`config.mk`:
```
export PLATFORM = sky130hd
export DESIGN_NAME = mem_stage
export DESIGN_NICKNAME = d
export VERILOG_FILES = /design/src/rtl/rv32i_types.sv /design/src/rtl/mem_align.sv /design/src/rtl/mem_stage.sv
export SDC_FILE = /design/constraint.sdc
export NUM_CORES = 1
export LEC_CHECK = 0
export BUFFER_PORTS_ARGS = -buffer_cell sky130_fd_sc_hd__clkbuf_2
export CAP_MARGIN = 20
export CORE_AREA = 2 2 183 185
export CTS_BUF_LIST = sky130_fd_sc_hd__clkbuf_4 sky130_fd_sc_hd__clkbuf_8
export DETAILED_ROUTE_END_ITERATION = 10
export DIE_AREA = 0 0 185 187
export MAX_ROUTING_LAYER = met4
export PLACE_DENSITY_LB_ADDON = 0.08
export SKIP_LAST_GASP = 1
export SYNTH_ARGS = -nofsm -noshare
export SYNTH_HDL_FRONTEND = slang
export SYNTH_SLANG_ARGS = --single-unit
```
`constraint.sdc`:
```
create_clock -name clk -period 19.8 [get_ports clk]
set_input_delay 2.97 -clock clk [delete_from_list [all_inputs] [get_ports clk]]
set_output_delay 2.97 -clock clk [all_outputs]
set_load 0.01 [all_outputs]
```
`src/rtl/rv32i_types.sv`:
```
// ---------------------------------------------------------------------------
// rv32i_types
//   Shared RV32I pipeline types: the control word that travels down the
//   pipeline registers, the load/store funct3 encodings and the MEM-stage
//   FSM state encoding.
// ---------------------------------------------------------------------------
package rv32i_types;

    // Control word carried from decode through to write-back.
    typedef struct packed {
        logic [6:0] opcode;
        logic [2:0] funct3;
        logic       mem_read;
        logic       mem_write;
        logic       load_regfile;
        logic [2:0] regfilemux_sel;
    } rv32i_control_word;

    localparam int unsigned CTRL_W = $bits(rv32i_control_word);

    // Load funct3 encodings.
    typedef enum logic [2:0] {
        lb  = 3'b000,
        lh  = 3'b001,
        lw  = 3'b010,
        lbu = 3'b100,
        lhu = 3'b101
    } load_funct3_t;

    // Store funct3 encodings.
    typedef enum logic [2:0] {
        sb = 3'b000,
        sh = 3'b001,
        sw = 3'b010
    } store_funct3_t;

    // MEM-stage access FSM.
    typedef enum logic {
        MEM_IDLE = 1'b0,
        MEM_BUSY = 1'b1
    } mem_state_t;

endpackage

```
`src/rtl/mem_align.sv`:
```
// ---------------------------------------------------------------------------
// mem_align
//   Purely combinational alignment helper for data-memory accesses.
//   Ports:
//     funct3       in   access width/sign encoding
//     offset       in   byte offset within the word (address[1:0])
//     is_mem       in   a valid load or store is present
//     is_store     in   a valid store is present
//     store_data   in   unshifted store data (rs2)
//     load_raw     in   word read from the data cache
//     misaligned   out  access crosses its natural alignment
//     byte_enable  out  store byte mask, zero unless an aligned store
//     wdata        out  store data shifted into its byte lane
//     load_data    out  load data right-aligned to bit 0
// ---------------------------------------------------------------------------
module mem_align
    import rv32i_types::*;
(
    input  logic [2:0]  funct3,
    input  logic [1:0]  offset,
    input  logic        is_mem,
    input  logic        is_store,
    input  logic [31:0] store_data,
    input  logic [31:0] load_raw,
    output logic        misaligned,
    output logic [3:0]  byte_enable,
    output logic [31:0] wdata,
    output logic [31:0] load_data
);

    logic       width_fault;
    logic [4:0] shamt;

    assign shamt = {offset, 3'b000};

    // Word accesses need offset 0, halfword accesses need an even offset.
    // Load and store encodings agree on width, so one check serves both.
    always_comb begin
        width_fault = 1'b0;
        case (funct3)
            lw:      width_fault = (offset != 2'b00);
            lh, lhu: width_fault = offset[0];
            default: width_fault = 1'b0;
        endcase
    end

    assign misaligned = is_mem & width_fault;

    always_comb begin
        byte_enable = 4'b0000;
        if (is_store && !misaligned) begin
            case (funct3)
                sb:      byte_enable = 4'b0001 << offset;
                sh:      byte_enable = 4'b0011 << offset;
                sw:      byte_enable = 4'b1111;
                default: byte_enable = 4'b0000;
            endcase
        end
    end

    assign wdata     = store_data << shamt;
    assign load_data = load_raw >> shamt;

endmodule

```
`src/rtl/mem_stage.sv`:
```
// ---------------------------------------------------------------------------
// mem_stage
//   MEM stage of the 5-stage RV32I pipeline. Issues data-cache requests,
//   stalls upstream until the cache responds, aligns store/load data, and
//   owns the MEM/WB pipeline register plus two performance counters.
//   Ports:
//     clk, rst                 clock, asynchronous active-high reset
//     MEM_*_in                 EX/MEM register contents
//     dmem_*                   data-cache request / response
//     MEM_stall                freeze PC, IF/ID, ID/EX and EX/MEM
//     WB_*                     MEM/WB register contents
//     perf_mem_ops             completed memory accesses (wraps)
//     perf_stall_cycles        cycles with MEM_stall asserted (wraps)
// ---------------------------------------------------------------------------
module mem_stage
    import rv32i_types::*;
#(
    parameter int unsigned COUNTER_W = 32
) (
    input  logic                 clk,
    input  logic                 rst,

    input  logic                 MEM_valid_in,
    input  rv32i_control_word    MEM_ctrl_in,
    input  logic [31:0]          MEM_alu_in,
    input  logic [31:0]          MEM_rs2_in,
    input  logic [4:0]           MEM_rd_in,
    input  logic [31:0]          MEM_pc_in,
    input  logic [31:0]          MEM_u_imm_in,

    output logic                 dmem_read,
    output logic                 dmem_write,
    output logic [31:0]          dmem_address,
    output logic [31:0]          dmem_wdata,
    output logic [3:0]           dmem_byte_enable,
    input  logic [31:0]          dmem_rdata,
    input  logic                 dmem_resp,

    output logic                 MEM_stall,

    output logic                 WB_valid,
    output rv32i_control_word    WB_ctrl,
    output logic [31:0]          WB_alu,
    output logic [31:0]          WB_mem,
    output logic [4:0]           WB_rd,
    output logic [31:0]          WB_pc,
    output logic [31:0]          WB_u_imm,
    output logic                 WB_misaligned,

    output logic [COUNTER_W-1:0] perf_mem_ops,
    output logic [COUNTER_W-1:0] perf_stall_cycles
);

    logic        is_mem;
    logic        is_store;
    logic        misaligned;
    logic        mem_op;
    logic [31:0] load_data;

    mem_state_t  state_q, state_d;

    logic              wb_valid_d;
    rv32i_control_word wb_ctrl_d;
    logic [31:0]       wb_alu_d;
    logic [31:0]       wb_mem_d;
    logic [4:0]        wb_rd_d;
    logic [31:0]       wb_pc_d;
    logic [31:0]       wb_u_imm_d;
    logic              wb_misaligned_d;

    logic [COUNTER_W-1:0] mem_ops_inc;
    logic [COUNTER_W-1:0] stall_inc;

    // ---------------------------------------------------------------------
    // Access qualification and alignment
    // ---------------------------------------------------------------------
    assign is_mem   = MEM_valid_in & (MEM_ctrl_in.mem_read | MEM_ctrl_in.mem_write);
    assign is_store = MEM_valid_in & MEM_ctrl_in.mem_write;
    assign mem_op   = is_mem & ~misaligned;

    mem_align u_mem_align (
        .funct3      (MEM_ctrl_in.funct3),
        .offset      (MEM_alu_in[1:0]),
        .is_mem      (is_mem),
        .is_store    (is_store),
        .store_data  (MEM_rs2_in),
        .load_raw    (dmem_rdata),
        .misaligned  (misaligned),
        .byte_enable (dmem_byte_enable),
        .wdata       (dmem_wdata),
        .load_data   (load_data)
    );

    // ---------------------------------------------------------------------
    // Cache request and stall. EX/MEM is frozen while stalled, so driving
    // these straight from the EX/MEM contents holds them through BUSY.
    // Reset masks them so an in-flight request is abandoned immediately.
    // ---------------------------------------------------------------------
    assign dmem_address = {MEM_alu_in[31:2], 2'b00};
    assign dmem_read    = ~rst & mem_op & MEM_ctrl_in.mem_read;
    assign dmem_write   = ~rst & mem_op & MEM_ctrl_in.mem_write;
    assign MEM_stall    = ~rst & mem_op & ~dmem_resp;

    // ---------------------------------------------------------------------
    // FSM: tracks whether an access is outstanding across cycles.
    // ---------------------------------------------------------------------
    always_comb begin
        state_d = state_q;
        case (state_q)
            MEM_IDLE: if (mem_op && !dmem_resp) state_d = MEM_BUSY;
            MEM_BUSY: if (dmem_resp || !mem_op) state_d = MEM_IDLE;
            default:  state_d = MEM_IDLE;
        endcase
    end

    always_ff @(posedge clk or posedge rst) begin
        if (rst) begin
            state_q <= MEM_IDLE;
        end else begin
            state_q <= state_d;
        end
    end

    // ---------------------------------------------------------------------
    // MEM/WB next value: a bubble while stalled or when EX/MEM is empty.
    // ---------------------------------------------------------------------
    always_comb begin
        wb_valid_d      = 1'b0;
        wb_ctrl_d       = '0;
        wb_alu_d        = '0;
        wb_mem_d        = '0;
        wb_rd_d         = '0;
        wb_pc_d         = '0;
        wb_u_imm_d      = '0;
        wb_misaligned_d = 1'b0;
        if (MEM_valid_in && !MEM_stall) begin
            wb_valid_d      = 1'b1;
            wb_ctrl_d       = MEM_ctrl_in;
            wb_alu_d        = MEM_alu_in;
            wb_rd_d         = MEM_rd_in;
            wb_pc_d         = MEM_pc_in;
            wb_u_imm_d      = MEM_u_imm_in;
            wb_misaligned_d = misaligned;
            // A faulting access must not write the register file.
            if (misaligned) begin
                wb_ctrl_d.load_regfile = 1'b0;
            end
            if (mem_op && MEM_ctrl_in.mem_read) begin
                wb_mem_d = load_data;
            end
        end
    end

    always_ff @(posedge clk or posedge rst) begin
        if (rst) begin
            WB_valid      <= 1'b0;
            WB_ctrl       <= '0;
            WB_alu        <= '0;
            WB_mem        <= '0;
            WB_rd         <= '0;
            WB_pc         <= '0;
            WB_u_imm      <= '0;
            WB_misaligned <= 1'b0;
        end else begin
            WB_valid      <= wb_valid_d;
            WB_ctrl       <= wb_ctrl_d;
            WB_alu        <= wb_alu_d;
            WB_mem        <= wb_mem_d;
            WB_rd         <= wb_rd_d;
            WB_pc         <= wb_pc_d;
            WB_u_imm      <= wb_u_imm_d;
            WB_misaligned <= wb_misaligned_d;
        end
    end

    // ---------------------------------------------------------------------
    // Performance counters (wrap naturally).
    // ---------------------------------------------------------------------
    assign mem_ops_inc = {{(COUNTER_W-1){1'b0}}, mem_op & dmem_resp};
    assign stall_inc   = {{(COUNTER_W-1){1'b0}}, MEM_stall};

    always_ff @(posedge clk or posedge rst) begin
        if (rst) begin
            perf_mem_ops      <= '0;
            perf_stall_cycles <= '0;
        end else begin
            perf_mem_ops      <= perf_mem_ops + mem_ops_inc;
            perf_stall_cycles <= perf_stall_cycles + stall_inc;
        end
    end

endmodule

```
# After elaboration in Yosys (flattened, before gate mapping)
# Index checks and enable logic that the tools add are counted.
[word_totals]
latchBits = 0
ramBits = 0
in_bits = 185
output_inout_bits = 286
rom_bits = 0
wordCells = 58
reg_bits = 215
n_memories = 0
[op_classes]
div_mod_pow = 0
muxes = 13
n_mul = 0
n_eq_ne = 3
add_sub_neg = 2
n_reduce_logical = 8
bitwise = 13
shifts = 4
order_cmp = 0
[op_table]
columns = ["op", "count"]
rows = [
  ["32-bit two-way mux", 5],
  ["32-bit by 1-bit adder with 32-bit output", 2],
  ["32-bit by 5-bit left shift with 32-bit output", 1],
  ["32-bit by 5-bit >> shifter with 32-bit output", 1],
  ["16-bit two-way mux", 1],
  ["4-bit one-hot mux with 3 select lines", 1],
  ["1-bit AND", 9],
  ["5-bit two-way mux", 1],
  ["4-bit two-way mux", 1],
  ["1-bit by 2-bit left shift with 4-bit output (first input constant)", 1],
  ["2-bit by 2-bit left shift with 4-bit output (first input constant)", 1],
  ["3-bit by 1-bit == test with 1-bit output (second input constant)", 1],
  ["3-bit by 2-bit == test with 1-bit output (second input constant)", 1],
  ["3-bit == test (second input constant)", 1],
  ["1-bit logical AND", 3],
  ["3-bit zero test", 1],
  ["1-bit two-way mux", 3],
  ["1-bit NOT", 3],
  ["1-bit zero test", 2],
  ["1-bit one-hot mux with 2 select lines", 1],
  ["2-bit nonzero test", 1],
  ["2-bit OR reduction", 1],
  ["1-bit OR", 1],
]

# Depth between registers and ports, before layout
[depth]
ltp_word = 11
depth_mapped = 13
mapped_depth_nobuf = 11

# By module
# From an unflattened synthesis, not the netlist that was laid out.
[hier_totals]
hier_cells = 794
hier_area_um2 = 9241.4
[by_module_without_submodules]
columns = ["module", "cells_per_inst", "area_each_um2", "n_inst"]
rows = [
  ["mem_stage", 610, 8077.7, 1],
  ["mem_align", 184, 1163.6, 1],
]

# Worst setup path before layout
# OpenSTA, ideal clock, no wires.
[synth_timing]
path_type = "in2out"
from = "input port MEM_alu_in[1]"
to = "output port dmem_byte_enable[0]"
arrival_ns = 4.210
n_path_buf = 3
slack_ns = 12.620
cell_stages = 4
path_cell_list = "clkbuf_1 -> buf_2 -> buf_1 -> a2111oi_0"
[synth_between]
elab_chain_len = 6
word_cells_on_any_way = 9
[synth_lines]
columns = ["element", "line_no", "text"]
rows = [
  ["from (decl)", "mem_stage.sv:25", "input logic [31:0] MEM_alu_in,"],
  ["2-bit nonzero test", "mem_align.sv:41", "lw: width_fault = (offset != 2'b00);"],
  ["1-bit one-hot mux with 2 select lines", "mem_align.sv:40", "case (funct3)"],
  ["1-bit AND", "mem_align.sv:47", "assign misaligned = is_mem & width_fault;"],
  ["1-bit zero test", "mem_align.sv:51", "if (is_store && !misaligned) begin"],
  ["1-bit logical AND", "mem_align.sv:51", ""],
  ["4-bit two-way mux *", "mem_align.sv:51", ""],
  ["to (decl)", "mem_stage.sv:35", "output logic [3:0] dmem_byte_enable,"],
]
# Mark *: on every way between the ends. The rest lies on a longest branch, timed or not.

# Final worst setup path
[layout_timing]
from = "input port MEM_alu_in[1]"
to = "output port dmem_read"
[layout_between]
elab_chain_len = 7
[layout_lines]
columns = ["element", "line_no", "text"]
rows = [
  ["2-bit nonzero test", "mem_align.sv:41", ""],
  ["1-bit one-hot mux with 2 select lines", "mem_align.sv:40", ""],
  ["1-bit AND", "mem_align.sv:47", ""],
  ["1-bit NOT", "mem_stage.sv:79", "assign mem_op = is_mem & ~misaligned;"],
  ["1-bit AND", "mem_stage.sv:79", ""],
  ["1-bit AND (2 in series)", "mem_stage.sv:100", "assign dmem_read = ~rst & mem_op & MEM_ctrl_in.mem_read;"],
  ["to (decl)", "mem_stage.sv:31", "output logic dmem_read,"],
]
# No other way between the ends.

==> flow_metrics.env <==
export IMPL_syn_cell_area_mm2=0.00888
export IMPL_post_cts_setup_buffer_count=0
export IMPL_routedWlPerCell_um=17.0
export IMPL_cp_data_arrival_time_ps=4740
export IMPL_hold_depth=1
export IMPL_port_buffers=468
export IMPL_nets=1399
export IMPL_crit_type="primary input to output pin"
export IMPL_power_frac_comb_pct=12.3
export IMPL_drt_iter0_markers=217
export IMPL_ys_seq_elements=215
export IMPL_end_kind="output pin"
export IMPL_drv_cap=0
export IMPL_layout_common_cells="468 x clkbuf_2, 215 x dfrtp_1, 135 x and2_1"
export IMPL_power_switching_uw=286
export IMPL_drive_gt1_share_pct=45.0
export IMPL_root_buffer="clkbuf_8"
export IMPL_wl_um=28700
export IMPL_synth_ff_type="dfrtp_1"
export IMPL_grt_pass1_wl_um=43500
export IMPL_layout_min_cycle_time_ps=7710
export IMPL_power_internal_uw=801
export IMPL_avgSynthCellArea_um2=11.7
export IMPL_ant_nets=0
export IMPL_skew_ps=31.7
export IMPL_avgViaCountPerCell=4.18
export IMPL_required_ps=16830
export IMPL_gr_total_overflow=0
export IMPL_hold_worst_slack_ps=466
export IMPL_synth_edf_count=0
export IMPL_critical_path_startpoint_type="primary input"
export IMPL_cts_buffers=42
export IMPL_clkPwrFrac_pct=43.7
export IMPL_synth_seq_area_share_pct=60.6
export IMPL_fin_util_pct=37.6
export IMPL_chipHeight_um=187
export IMPL_cts_tree="built"
export IMPL_cts_max_path_buffers=3
export IMPL_reg2regPathDepth=7
export IMPL_grt_antenna_before_repair=1
export IMPL_fmax_mhz=130
export IMPL_core_area_mm2=0.0329
export IMPL_yosys_warnings=0
export IMPL_grt_pass1_vias=7309
export IMPL_async_flop_share_pct=100
export IMPL_switching_share_pct=26.3
export IMPL_peakVddDrop_v=0.0000456
export IMPL_gp_congestion=0.800
export IMPL_setup_viol=0
export IMPL_seq_power_share_pct=44.0
export IMPL_setup_tns_ps=0
export IMPL_die_area_mm2=0.0346
export IMPL_clkTransAtPathRegs_ps=50
export IMPL_place_hpwl_um=21600
export IMPL_io_pins=471
export IMPL_vias=7067
export IMPL_num_rows=67
export IMPL_final_common_cell="clkbuf_2"
export IMPL_cts_sinks=215
export IMPL_globalRouteTotalUtil_pct=17.0
export IMPL_dp_cells=1614
export IMPL_status="finished, final reports clean"
export IMPL_tightest_slew_ps=996
export IMPL_final_area_mm2=0.0124
export IMPL_syn_to_final_growth_pct=39.1
export IMPL_slew_limit_headroom_pct=33.6
export IMPL_worstHoldPathType="flip-flop to flip-flop"
export IMPL_hold_violations=0
export IMPL_final_period_utilization_pct=39.0
export IMPL_placed_area_mm2=0.0114
export IMPL_initial_core_util_pct=27.0
export IMPL_post_route_drc_count=0
export IMPL_finalMaxSlewViolations=0
export IMPL_cts_htree_levels=2
export IMPL_critical_path_peak_fanout=75
export IMPL_fp_dieW_um=185
export IMPL_ys_types=38
export IMPL_layoutNonFillerInstCount=1691
export IMPL_cts_resized=0
export IMPL_rsz0062_at_grt="no"
export IMPL_grt_max_degree=118
export IMPL_p_leak_nw=6.66
export IMPL_power_density_mw_per_mm2=88.0
export IMPL_syn_inst=757
export IMPL_cts_hold_buf=0
export IMPL_dr_pass1_iters=5
export IMPL_insertion_delay_ps=550
## final timing paths
kind	slack (ps)	end	start
max in group asynchronous	15080	WB_pc[27]	rst
max	12090	dmem_read	MEM_alu_in[1]
min	470	perf_stall_cycles[31]	perf_stall_cycles[31]
min reg2reg	470	perf_stall_cycles[31]	perf_stall_cycles[31]
min in group asynchronous	2520	WB_alu[15]	rst
max reg2reg	17540	perf_stall_cycles[26]	perf_stall_cycles[0]
## state kept, by name (all words and copies together) (netlist names)
register / count
WB_ctrl: 16
perf_mem_ops: 32
WB_u_imm: 32
WB_rd: 5
WB_pc: 32
WB_misaligned: 1
perf_stall_cycles: 32
WB_valid: 1
WB_mem: 32
WB_alu: 32
## kinds of logic (layout without fill, tap and decap cells)
kind of cell | after synthesis | after routing | share of synthesized area, %
simple gates | 315 | 315 | 20.0
buf+inv | 73 | 556 | 4.90
xor+xnor | 61 | 61 | 6.01
flops | 215 | 215 | 60.6
other cells | 1 | 4 | 0.0422
fa+ha+maj | 4 | 4 | 0.563
compound gates | 56 | 56 | 4.28
mux | 32 | 32 | 3.61
## layout make-up
class,instances,area (um^2)
clock inverter,8,73.8
timing repair buffer,475,2390
antenna,2,5.00
tap,448,561
clock buffer,67,841
fill,3416,20500
sequential,215,5380
inverter,6,30.0
multi-input combinational,470,3070
## Yosys cell counts (all sizes together) (10+ instances only)
cell    count  share of area [%]
and2      135                9.5
nor2       48                2.0
buf        48                3.8
mux2i      32                3.6
nand4      12               0.84
nand3      24                1.4
xnor2      43                4.2
o21ai      10               0.56
a211oi     25                2.3
and3       10               0.70
nor2b      19                1.3
xor2       18                1.8
clkbuf     19               0.80
nor3       13               0.73
nand2      37                1.6
dfrtp     215                 61
a21oi      18                1.0
## per-layer routing
layer  vias up  routed length, um  track usage [%]
met5         -                  0                -
met4         0                520             4.76
met3        34               2410             5.70
met2       265              14800             29.1
met1      3386              11000             18.9
li1       3382                  -                -
## stage by stage
stage	total power, mW	setup slack [ps]
global route	1.15	11930
CTS	1.11	12060
global placement	0.624	12090
detailed placement	0.625	12060
finish	1.09	12090
floorplan	0.553	10950
## power by group through the flow
stage	clock (mW)	combinational, mW	sequential, mW
floorplan	0	0.0557	0.497
global placement	0	0.139	0.486
detailed placement	0	0.138	0.486
CTS	0.496	0.139	0.479
global route	0.515	0.149	0.481
finish	0.475	0.134	0.478
## critical path, cell delays in order
cell	delay, ps
clkbuf_2	80
buf_4	360
and4bb_4	340
a211oi_4	370
nand2_1	160
nor2_1	140
and2_1	140
clkbuf_2	150
No activity file was read; power rests on OpenSTA's default activity.
